File: config.mk
export PLATFORM = sky130hd
export DESIGN_NAME = date_keeper_cfg
export DESIGN_NICKNAME = d
export VERILOG_FILES = /design/src/rtl/date_keeper_cfg.sv
export SDC_FILE = /design/constraint.sdc
export NUM_CORES = 1
export LEC_CHECK = 0
export CAP_MARGIN = 40
export CORE_AREA = 2 2 147 135
export CTS_CLUSTER_DIAMETER = 200
export CTS_CLUSTER_SIZE = 30
export DETAILED_ROUTE_END_ITERATION = 16
export DIE_AREA = 0 0 149 137
export GPL_ROUTABILITY_DRIVEN = 0
export PLACE_DENSITY = 0.86
export SETUP_SLACK_MARGIN = 0.2
export SLEW_MARGIN = 0
export SYNTH_ARGS = -nofsm -noshare
export SYNTH_HDL_FRONTEND = slang
export SYNTH_SLANG_ARGS = --single-unit
File: constraint.sdc
create_clock -name clk -period 23.2 [get_ports clk]
set_input_delay 4.64 -clock clk [delete_from_list [all_inputs] [get_ports clk]]
set_output_delay 4.64 -clock clk [all_outputs]
set_load 0.005 [all_outputs]
File: src/rtl/date_keeper_cfg.sv
`default_nettype none
// ============================================================================
// Module   : date_keeper_cfg
// Purpose  : Calendar date keeper with Gregorian leap handling, interactive
//            key-driven edit mode and a six-digit BCD display with a
//            blinking edit field.
// Ports    : clk, rst_n          - clock, asynchronous active-low reset
//            carry_in           - one-cycle day rollover pulse
//            mode               - 1 allows entering edit mode
//            up/down/left/right - edit keys (one-cycle pulses)
//            enter/esc          - enter edit / commit, abandon edit
//            fmt[1:0]           - display order (0/3 YYMMDD, 1 MMDDYY, 2 DDMMYY)
//            out[47:0]          - six bytes {blank,3'b000,bcd}, [47:40] leftmost
//            norm               - 1 in RUN, 0 in EDIT (registered)
//            year/month/day     - live date (year is an offset from YEAR_BASE)
// Revision : 1.0 - initial release
// ============================================================================
module date_keeper_cfg #(
  parameter int YEAR_BASE  = 2000,
  parameter int YEAR_SPAN  = 100,
  parameter int INIT_YEAR  = 0,
  parameter int INIT_MONTH = 1,
  parameter int INIT_DAY   = 1,
  parameter int BLINK_DIV  = 25000000
) (
  input  logic        clk,
  input  logic        rst_n,
  input  logic        carry_in,
  input  logic        mode,
  input  logic        up,
  input  logic        down,
  input  logic        left,
  input  logic        right,
  input  logic        enter,
  input  logic        esc,
  input  logic [1:0]  fmt,
  output logic [47:0] out,
  output logic        norm,
  output logic [6:0]  year,
  output logic [6:0]  month,
  output logic [6:0]  day
);

  localparam int             CW           = (BLINK_DIV > 2) ? $clog2(BLINK_DIV) : 1;
  localparam logic [CW-1:0]  C_BLINK_LAST = CW'(BLINK_DIV - 1);
  localparam logic [6:0]     C_YEAR_LAST  = 7'(YEAR_SPAN - 1);

  localparam logic [1:0] F_YEAR  = 2'd0;
  localparam logic [1:0] F_MONTH = 2'd1;
  localparam logic [1:0] F_DAY   = 2'd2;

  typedef enum logic [0:0] {
    ST_RUN  = 1'b0,
    ST_EDIT = 1'b1
  } state_t;

  function automatic logic is_leap(input logic [6:0] yoff);
    int y;
    y = YEAR_BASE + int'(yoff);
    return ((y % 4) == 0) && (((y % 100) != 0) || ((y % 400) == 0));
  endfunction

  function automatic logic [6:0] month_len(input logic [6:0] m, input logic [6:0] yoff);
    case (m)
      7'd2:                    month_len = is_leap(yoff) ? 7'd29 : 7'd28;
      7'd4, 7'd6, 7'd9, 7'd11: month_len = 7'd30;
      default:                 month_len = 7'd31;
    endcase
  endfunction

  function automatic logic [15:0] pair_bytes(input logic [6:0] v, input logic blank);
    logic [3:0] tens;
    logic [3:0] units;
    tens  = 4'(v / 7'd10);
    units = 4'(v % 7'd10);
    return {blank, 3'b000, tens, blank, 3'b000, units};
  endfunction

  // Which field sits at display pair position cur for a given order.
  function automatic logic [1:0] field_sel(input logic [1:0] f, input logic [1:0] cur);
    case (f)
      2'd1: begin
        case (cur)
          2'd0:    field_sel = F_MONTH;
          2'd1:    field_sel = F_DAY;
          default: field_sel = F_YEAR;
        endcase
      end
      2'd2: begin
        case (cur)
          2'd0:    field_sel = F_DAY;
          2'd1:    field_sel = F_MONTH;
          default: field_sel = F_YEAR;
        endcase
      end
      default: begin
        case (cur)
          2'd0:    field_sel = F_YEAR;
          2'd1:    field_sel = F_MONTH;
          default: field_sel = F_DAY;
        endcase
      end
    endcase
  endfunction

  function automatic logic [6:0] field_val(input logic [1:0] sel, input logic [6:0] y,
                                           input logic [6:0] m, input logic [6:0] d);
    case (sel)
      F_YEAR:  field_val = y % 7'd100;
      F_MONTH: field_val = m;
      default: field_val = d;
    endcase
  endfunction

  // Reset display is fixed in YYMMDD order since fmt is not sampled in reset.
  localparam logic [47:0] C_INIT_OUT = {pair_bytes(7'(INIT_YEAR % 100), 1'b0),
                                        pair_bytes(7'(INIT_MONTH), 1'b0),
                                        pair_bytes(7'(INIT_DAY), 1'b0)};

  state_t        state_q, state_d;
  logic [6:0]    year_q, year_d, month_q, month_d, day_q, day_d;
  logic [6:0]    sh_year_q, sh_year_d, sh_month_q, sh_month_d, sh_day_q, sh_day_d;
  logic [1:0]    cursor_q, cursor_d;
  logic [CW-1:0] blink_cnt_q, blink_cnt_d;
  logic          phase_q, phase_d;
  logic [47:0]   out_q, out_d;
  logic          norm_q, norm_d;

  logic          commit;
  logic          enter_edit;
  logic [6:0]    live_len;
  logic [6:0]    sh_len;
  logic [1:0]    edit_sel;
  logic [6:0]    ed_year, ed_month, ed_len;
  logic [6:0]    disp_year, disp_month, disp_day;

  assign enter_edit = (state_q == ST_RUN) && enter && mode;
  assign commit     = (state_q == ST_EDIT) && !esc && enter;
  assign live_len   = month_len(month_q, year_q);
  assign sh_len     = month_len(sh_month_q, sh_year_q);
  assign edit_sel   = field_sel(fmt, cursor_q);

  // Live date: a commit overrides a coincident carry, which is then lost.
  always_comb begin
    year_d  = year_q;
    month_d = month_q;
    day_d   = day_q;
    if (commit) begin
      year_d  = sh_year_q;
      month_d = sh_month_q;
      day_d   = sh_day_q;
    end else if (carry_in) begin
      if (day_q >= live_len) begin
        day_d = 7'd1;
        if (month_q >= 7'd12) begin
          month_d = 7'd1;
          year_d  = (year_q >= C_YEAR_LAST) ? 7'd0 : year_q + 7'd1;
        end else begin
          month_d = month_q + 7'd1;
        end
      end else begin
        day_d = day_q + 7'd1;
      end
    end
  end

  // State, shadow date and cursor.
  always_comb begin
    state_d    = state_q;
    sh_year_d  = sh_year_q;
    sh_month_d = sh_month_q;
    sh_day_d   = sh_day_q;
    cursor_d   = cursor_q;
    ed_year    = sh_year_q;
    ed_month   = sh_month_q;
    ed_len     = sh_len;
    case (state_q)
      ST_RUN: begin
        if (enter_edit) begin
          state_d    = ST_EDIT;
          sh_year_d  = year_q;
          sh_month_d = month_q;
          sh_day_d   = day_q;
          cursor_d   = 2'd0;
        end
      end
      default: begin
        if (esc || enter) begin
          state_d = ST_RUN;
        end else if (up || down) begin
          // Both keys together still consume the cycle but change nothing.
          if (up ^ down) begin
            case (edit_sel)
              F_YEAR: begin
                if (up) ed_year = (sh_year_q >= C_YEAR_LAST) ? 7'd0 : sh_year_q + 7'd1;
                else    ed_year = (sh_year_q == 7'd0) ? C_YEAR_LAST : sh_year_q - 7'd1;
              end
              F_MONTH: begin
                if (up) ed_month = (sh_month_q >= 7'd12) ? 7'd1 : sh_month_q + 7'd1;
                else    ed_month = (sh_month_q <= 7'd1) ? 7'd12 : sh_month_q - 7'd1;
              end
              default: begin
                if (up) sh_day_d = (sh_day_q >= sh_len) ? 7'd1 : sh_day_q + 7'd1;
                else    sh_day_d = (sh_day_q <= 7'd1) ? sh_len : sh_day_q - 7'd1;
              end
            endcase
            if (edit_sel != F_DAY) begin
              ed_len     = month_len(ed_month, ed_year);
              sh_year_d  = ed_year;
              sh_month_d = ed_month;
              sh_day_d   = (sh_day_q > ed_len) ? ed_len : sh_day_q;
            end
          end
        end else if (left ^ right) begin
          if (right) cursor_d = (cursor_q >= 2'd2) ? 2'd0 : cursor_q + 2'd1;
          else       cursor_d = (cursor_q == 2'd0) ? 2'd2 : cursor_q - 2'd1;
        end
      end
    endcase
  end

  assign disp_year  = (state_q == ST_EDIT) ? sh_year_q  : year_q;
  assign disp_month = (state_q == ST_EDIT) ? sh_month_q : month_q;
  assign disp_day   = (state_q == ST_EDIT) ? sh_day_q   : day_q;

  // Blink timing and registered display.
  always_comb begin
    blink_cnt_d = blink_cnt_q;
    phase_d     = phase_q;
    out_d       = '0;
    norm_d      = (state_q == ST_RUN);
    if (enter_edit) begin
      blink_cnt_d = '0;
      phase_d     = 1'b0;
    end else if (blink_cnt_q == C_BLINK_LAST) begin
      blink_cnt_d = '0;
      phase_d     = ~phase_q;
    end else begin
      blink_cnt_d = blink_cnt_q + 1'b1;
    end
    for (int p = 0; p < 3; p++) begin
      out_d[47-16*p -: 16] = pair_bytes(
          field_val(field_sel(fmt, 2'(p)), disp_year, disp_month, disp_day),
          (state_q == ST_EDIT) && (cursor_q == 2'(p)) && phase_q);
    end
  end

  always_ff @(posedge clk or negedge rst_n) begin
    if (!rst_n) begin
      state_q     <= ST_RUN;
      year_q      <= 7'(INIT_YEAR);
      month_q     <= 7'(INIT_MONTH);
      day_q       <= 7'(INIT_DAY);
      sh_year_q   <= 7'(INIT_YEAR);
      sh_month_q  <= 7'(INIT_MONTH);
      sh_day_q    <= 7'(INIT_DAY);
      cursor_q    <= 2'd0;
      blink_cnt_q <= '0;
      phase_q     <= 1'b0;
      out_q       <= C_INIT_OUT;
      norm_q      <= 1'b1;
    end else begin
      state_q     <= state_d;
      year_q      <= year_d;
      month_q     <= month_d;
      day_q       <= day_d;
      sh_year_q   <= sh_year_d;
      sh_month_q  <= sh_month_d;
      sh_day_q    <= sh_day_d;
      cursor_q    <= cursor_d;
      blink_cnt_q <= blink_cnt_d;
      phase_q     <= phase_d;
      out_q       <= out_d;
      norm_q      <= norm_d;
    end
  end

  assign out   = out_q;
  assign norm  = norm_q;
  assign year  = year_q;
  assign month = month_q;
  assign day   = day_q;

endmodule
`default_nettype wire
After elaboration in Yosys (flattened, before gate mapping). Index checks and enable logic that the tools add are counted.

Flip-flop bits (word level): 102. Logic and storage cells: 232. Output and inout bits: 70. Bits of input ports: 12.

Equal/unequal tests: 33. Div/mod/pow operators: 13. Bitwise gates (word level): 7. Reductions and logical operators: 52. Add/subtract/negate cells: 15. Muxes and demuxes: 90. Order comparisons: 10.

Operators by type and width (count): $mux 7 (59); $logic_not 32->1 (6); $mod 32x10->32 const B (3); $mod 32x8->32 const B (3); $reduce_bool 32->1 (3); $mux 25 (2); $add 7x1->7 const B (6); $eq 7x3->1 const B (6); $eq 7x4->1 const B (6); $pmux 7 s2 (3); $add 11x7->12 const A (3); $pmux 2 s2 (8); $add 25x1->25 const B (1); $eq 25x25->1 const B (1); $div 7x4->7 const B (3); $eq 7x2->1 const B (3); $mod 7x4->7 const B (3); $sub 7x1->7 const B (3); $mux 2 (10); $ge 7x4->1 const B (2); $ge 7x7->1 (2); $ge 7x7->1 const B (2); $le 7x1->1 const B (2); $logic_and 1x1->1 (13); other kinds (26) (67).

Logic depth before layout (Yosys ltp).
Depth after elaboration: 28. Mapped depth: 54. Depth with buffers taken out: 48.

Worst setup path before layout. No wires, ideal clock.

Path kind: input to register. From: input fmt[0]. To: register sh_day_q[0]. Setup time: 86 ps. Required time: 23114 ps. Buffers on the path: 4. Setup slack: 9564 ps. Stages: 50. Data arrival time: 13550 ps. Cell sequence: inv_1 -> ha_1 -> buf_6 -> o22a_2 -> o22a_1 -> or4b_1 -> nand2_1 -> o21ai_2 -> inv_2 -> ha_1 -> inv_1 -> ha_1 -> buf_2 -> inv_1 -> ha_1 -> nor2b_1 -> nand4b_1 -> nor2_1 -> (+14 left out) -> ha_1 -> nand2_1 -> a311oi_1 -> a211oi_1 -> o31ai_2 -> a2111oi_0 -> or4b_1 -> o211a_1 -> nor4_2 -> nor2_1 -> ha_1 -> a211o_1 -> a41o_1 -> nand2b_1 -> o21bai_1 -> nor2_1 -> a21oi_1 -> o21ai_1.

Word-level cells in the longest chain between the ends: 26. Elaborated cells between the ends (all ways): 50. Those cells by class: add/sub: 1; div: 2; order compare: 1; eq/ne: 11; mux: 24; bitwise: 1; reduce/logical: 10.

Ends and longest elaborated chain: start: declaration (RTL line 36) `input logic [1:0] fmt,`; $eq 2x2->1 or $eq 2x1->1 (tied branches) (RTL line 81) `case (f)`; $pmux 2 s2 (*) (RTL line 81); parallel branches: the longest is 24 deep, another holds $mod 32x8->32; end signal: assignment (RTL line 256) `sh_day_q <= 7'(INIT_DAY);`; end signal: assignment (RTL line 269) `sh_day_q <= sh_day_d;`; end: declaration (RTL line 122) `logic [6:0] sh_year_q, sh_year_d, sh_month_q, sh_month_d, sh_day_q, sh_day_d;`.

Mark *: on every way between the ends. The select of a mux whose other input is x is not followed. A chain may end at the register's enable or synchronous reset.

Worst setup path after layout. Ends and elaborated chain as after synthesis.

==> summary.md <==
| Metric | Value |
|---|---|
| Minimum clock period | `16.55 ns` |
| Cell accounting for the most synthesized area | `dfrtp_1` |
| Vias in the first global route | `about 11k` |
| Vias per inst | `a little under 7` |
| Residual DRC | `0` |
| DP Wirelength | `about 25000 um` |
| Cell with the most instances after synthesis | `nand2_1` |
| Crit path DAT | `around 17 ns` |
| Die H | `around 140 um` |
| Number of synthesized register bits | `between 90 and 100` |
| Area growth from synthesis to layout | `6.99%` |
| CP most frequent cell | `ha_1` |
| Gates resized, CTS repair | `0` |
| Clk sinks | `just under 100` |
| GRT overflow | `0` |
| Max Fclk | `60.4 MHz` |
| Share of post-route cells with drive strength above 1 | `roughly 5.8%` |
| Period utilization | `about 71%` |
| Core Box Area | `roughly 0.019 mm^2` |
| Synth Cell Area | `around 0.012 mm^2` |
| Clock Latency Late Sink | `roughly 0.37 ns` |
| Clk_skew | `roughly 0.013 ns` |
| Post-synth EDFFs | `0` |
| Top-area cell type share of the netlist area | `around a fifth` |
| Cell Rows | `48` |
| Most Used Layer, Global Route | `met2` |
| Crit-path slowest cell | `ha_1` |
| Synth Warn # | `0` |
| Root Buffer | `clkbuf_16` |
| CTS tree | `built` |
| Cts bufs inserted | `9` |
| M2 GR Usage | `53.9%` |
| Seq/Total Area, Yosys | `between 20% and 30%` |
| 1st-pass router iterations | `7` |
| Nets | `1728` |
| Worst EP required | `23.49 ns` |
| Outcome | `finished clean` |
| H-tree Lvls | `3` |
| Synth Area per Inst | `between 7 and 8 um^2` |
| Mapped Cells | `1653` |
| Met3 usage | `4.70%` |
| Worst slack at placement | `roughly 6.6 ns` |
| DP Area | `0.0128 mm^2` |
| Main area contributors after synthesis | `dfrtp_1 (19%), ha_1 (7.2%), nand2_1 (5.4%)` |
| Clock transition at path regs | `about 0.070 ns` |
| Setup slack after layout | `6.65 ns` |
| Initial Utilization | `about two thirds` |
| Crit Path Class | `in -> reg` |
| Average wire per standard cell | `approximately 18 um` |
| Met1 usage | `between 40% and 50%` |
| Worst rel slew slack | `38.8%` |
| CTS Buffer Depth | `2` |
| Final ANT Viol Nets | `0` |
| Min-Delay Path Class | `reg -> reg` |
| Crit start category | `input pin` |
| Final hold vios | `0` |
| Crit Path Max Fanout | `25` |
| Pin count of the biggest net entering global routing | `57` |
| Max Cap Violations | `0` |
| Design area | `0.0131 mm^2` |
| First-pass GRT wire length | `55000 um` |
| Number of antenna violations at the first check in global routing | `0` |
| Crit-path max cell delay | `around 0.8 ns` |
| Total number of vias | `between 10k and 15k` |
| Unrepaired setup endpoints after global routing | `no` |
| Post-CTS Setup Inserts | `0` |
| CP endpoint kind | `register` |
| DR iter-0 viols | `roughly 1.3k` |
| Worst Tran Pin Value | `approximately 0.91 ns` |
| Most frequent cells after synthesis | `nand2_1 (176), nor2_1 (170), o21ai_0 (128)` |
| Die width | `149 um` |
| Setup TNS | `0 ns` |
| Synth async-reset ratio | `100%` |
| Number of max-slew violations in the final report | `0` |
| Routed WL | `roughly 34000 um` |
| Ys flop type | `dfrtp_1` |
| Final setup viols | `0` |
| Synth unique cells | `105` |
| Hold_buf cts | `0` |
| # diodes | `0` |
| PortBufs | `between 60 and 70` |
| Die area | `slightly above 0.02 mm^2` |
| Boundary Pins | `82` |
| Total track usage | `between 30% and 40%` |
state kept, by name (all words and copies together) (netlist names):
register and cells:
blink_cnt_q 25, cursor_q 2, day 7, month 7, norm 1, out 27, phase_q 1, sh_day_q 7
sh_month_q 7, sh_year_q 7, state_q 1, year 7
worst paths after layout:
| kind | cells after the start | end | slack, ns | start |
|---|---|---|---|---|
| worst max-delay path | 46 | sh_day_q[0] | 6.65 | fmt[0] |
| worst min-delay path | 1 | blink_cnt_q[0] | 0.50 | blink_cnt_q[0] |
| worst max register to register | 41 | sh_day_q[0] | 11.12 | sh_year_q[4] |
| worst min register to register | 1 | blink_cnt_q[0] | 0.50 | blink_cnt_q[0] |
| max in group asynchronous | 2 | state_q | 17.80 | rst_n |
| min in group asynchronous | 1 | blink_cnt_q[23] | 4.28 | rst_n |
cell type report:
class / count / area, um^2
clock buffer: 9 / 225
fill: 1549 / 5800
multi-input combinational: 1378 / 8940
inverter: 86 / 323
sequential: 99 / 2490
tap: 250 / 313
timing repair buffer: 72 / 696
clock inverter: 7 / 75.1
cells in the final DEF (no fill, tap or decap), types with 13 or more instances in the layout:
cell type	n
dfrtp_1	91
a21o_1	16
nand4_1	23
mux2i_1	31
o31ai_1	15
a211oi_1	25
xor2_1	30
nor2_1	170
conb_1	18
o211ai_1	23
inv_1	81
xnor2_1	45
nand3_1	56
nor3_1	52
o21ai_0	128
o22ai_1	17
clkdlybuf4s50_1	62
and3_1	24
nand2_1	176
nand2b_1	17
a31oi_1	24
or3_1	13
a221oi_1	17
a21oi_1	107
ha_1	70
o21a_1	13
cells by family after synthesis:
group	after synthesis	synth area share, %
fa+ha+maj	75	7.59
buf+inv	193	6.95
simple gates	624	24.8
flops	99	20.4
xor+xnor	76	5.52
compound gates	539	30.3
other cells	1	0.0307
mux	46	4.50
worst max-delay path, delay by kind of cell:
kind | cells | cell delay (ns)
AO/OA/AOI/OAI | 19 | 4.76
XOR/XNOR | 2 | 0.61
adder cells (fa/ha/maj) | 6 | 2.64
buffers and inverters | 5 | 0.91
AND/OR/NAND/NOR | 14 | 3.27
metrics by stage:
step / cells / hold slack (ns) / utilization, %
floorplan: 1670 / 0.447 / -
global placement: 1885 / 0.475 / 67.6
detailed placement: 1885 / 0.480 / 67.6
CTS: 1901 / 0.502 / 69.2
global route: 1901 / 0.520 / 69.2
finish: 1901 / 0.500 / 69.2
per-layer routing:
metal  wire, um  part of all wire (%)
met5          0                     0
met4       1130                   3.3
met3       2980                   8.8
met2      15700                    46
met1      14100                    42
Power is left out: the tool's default activity adds up to more than one toggle a clock period on the data nets, which glitch-free logic cannot reach.
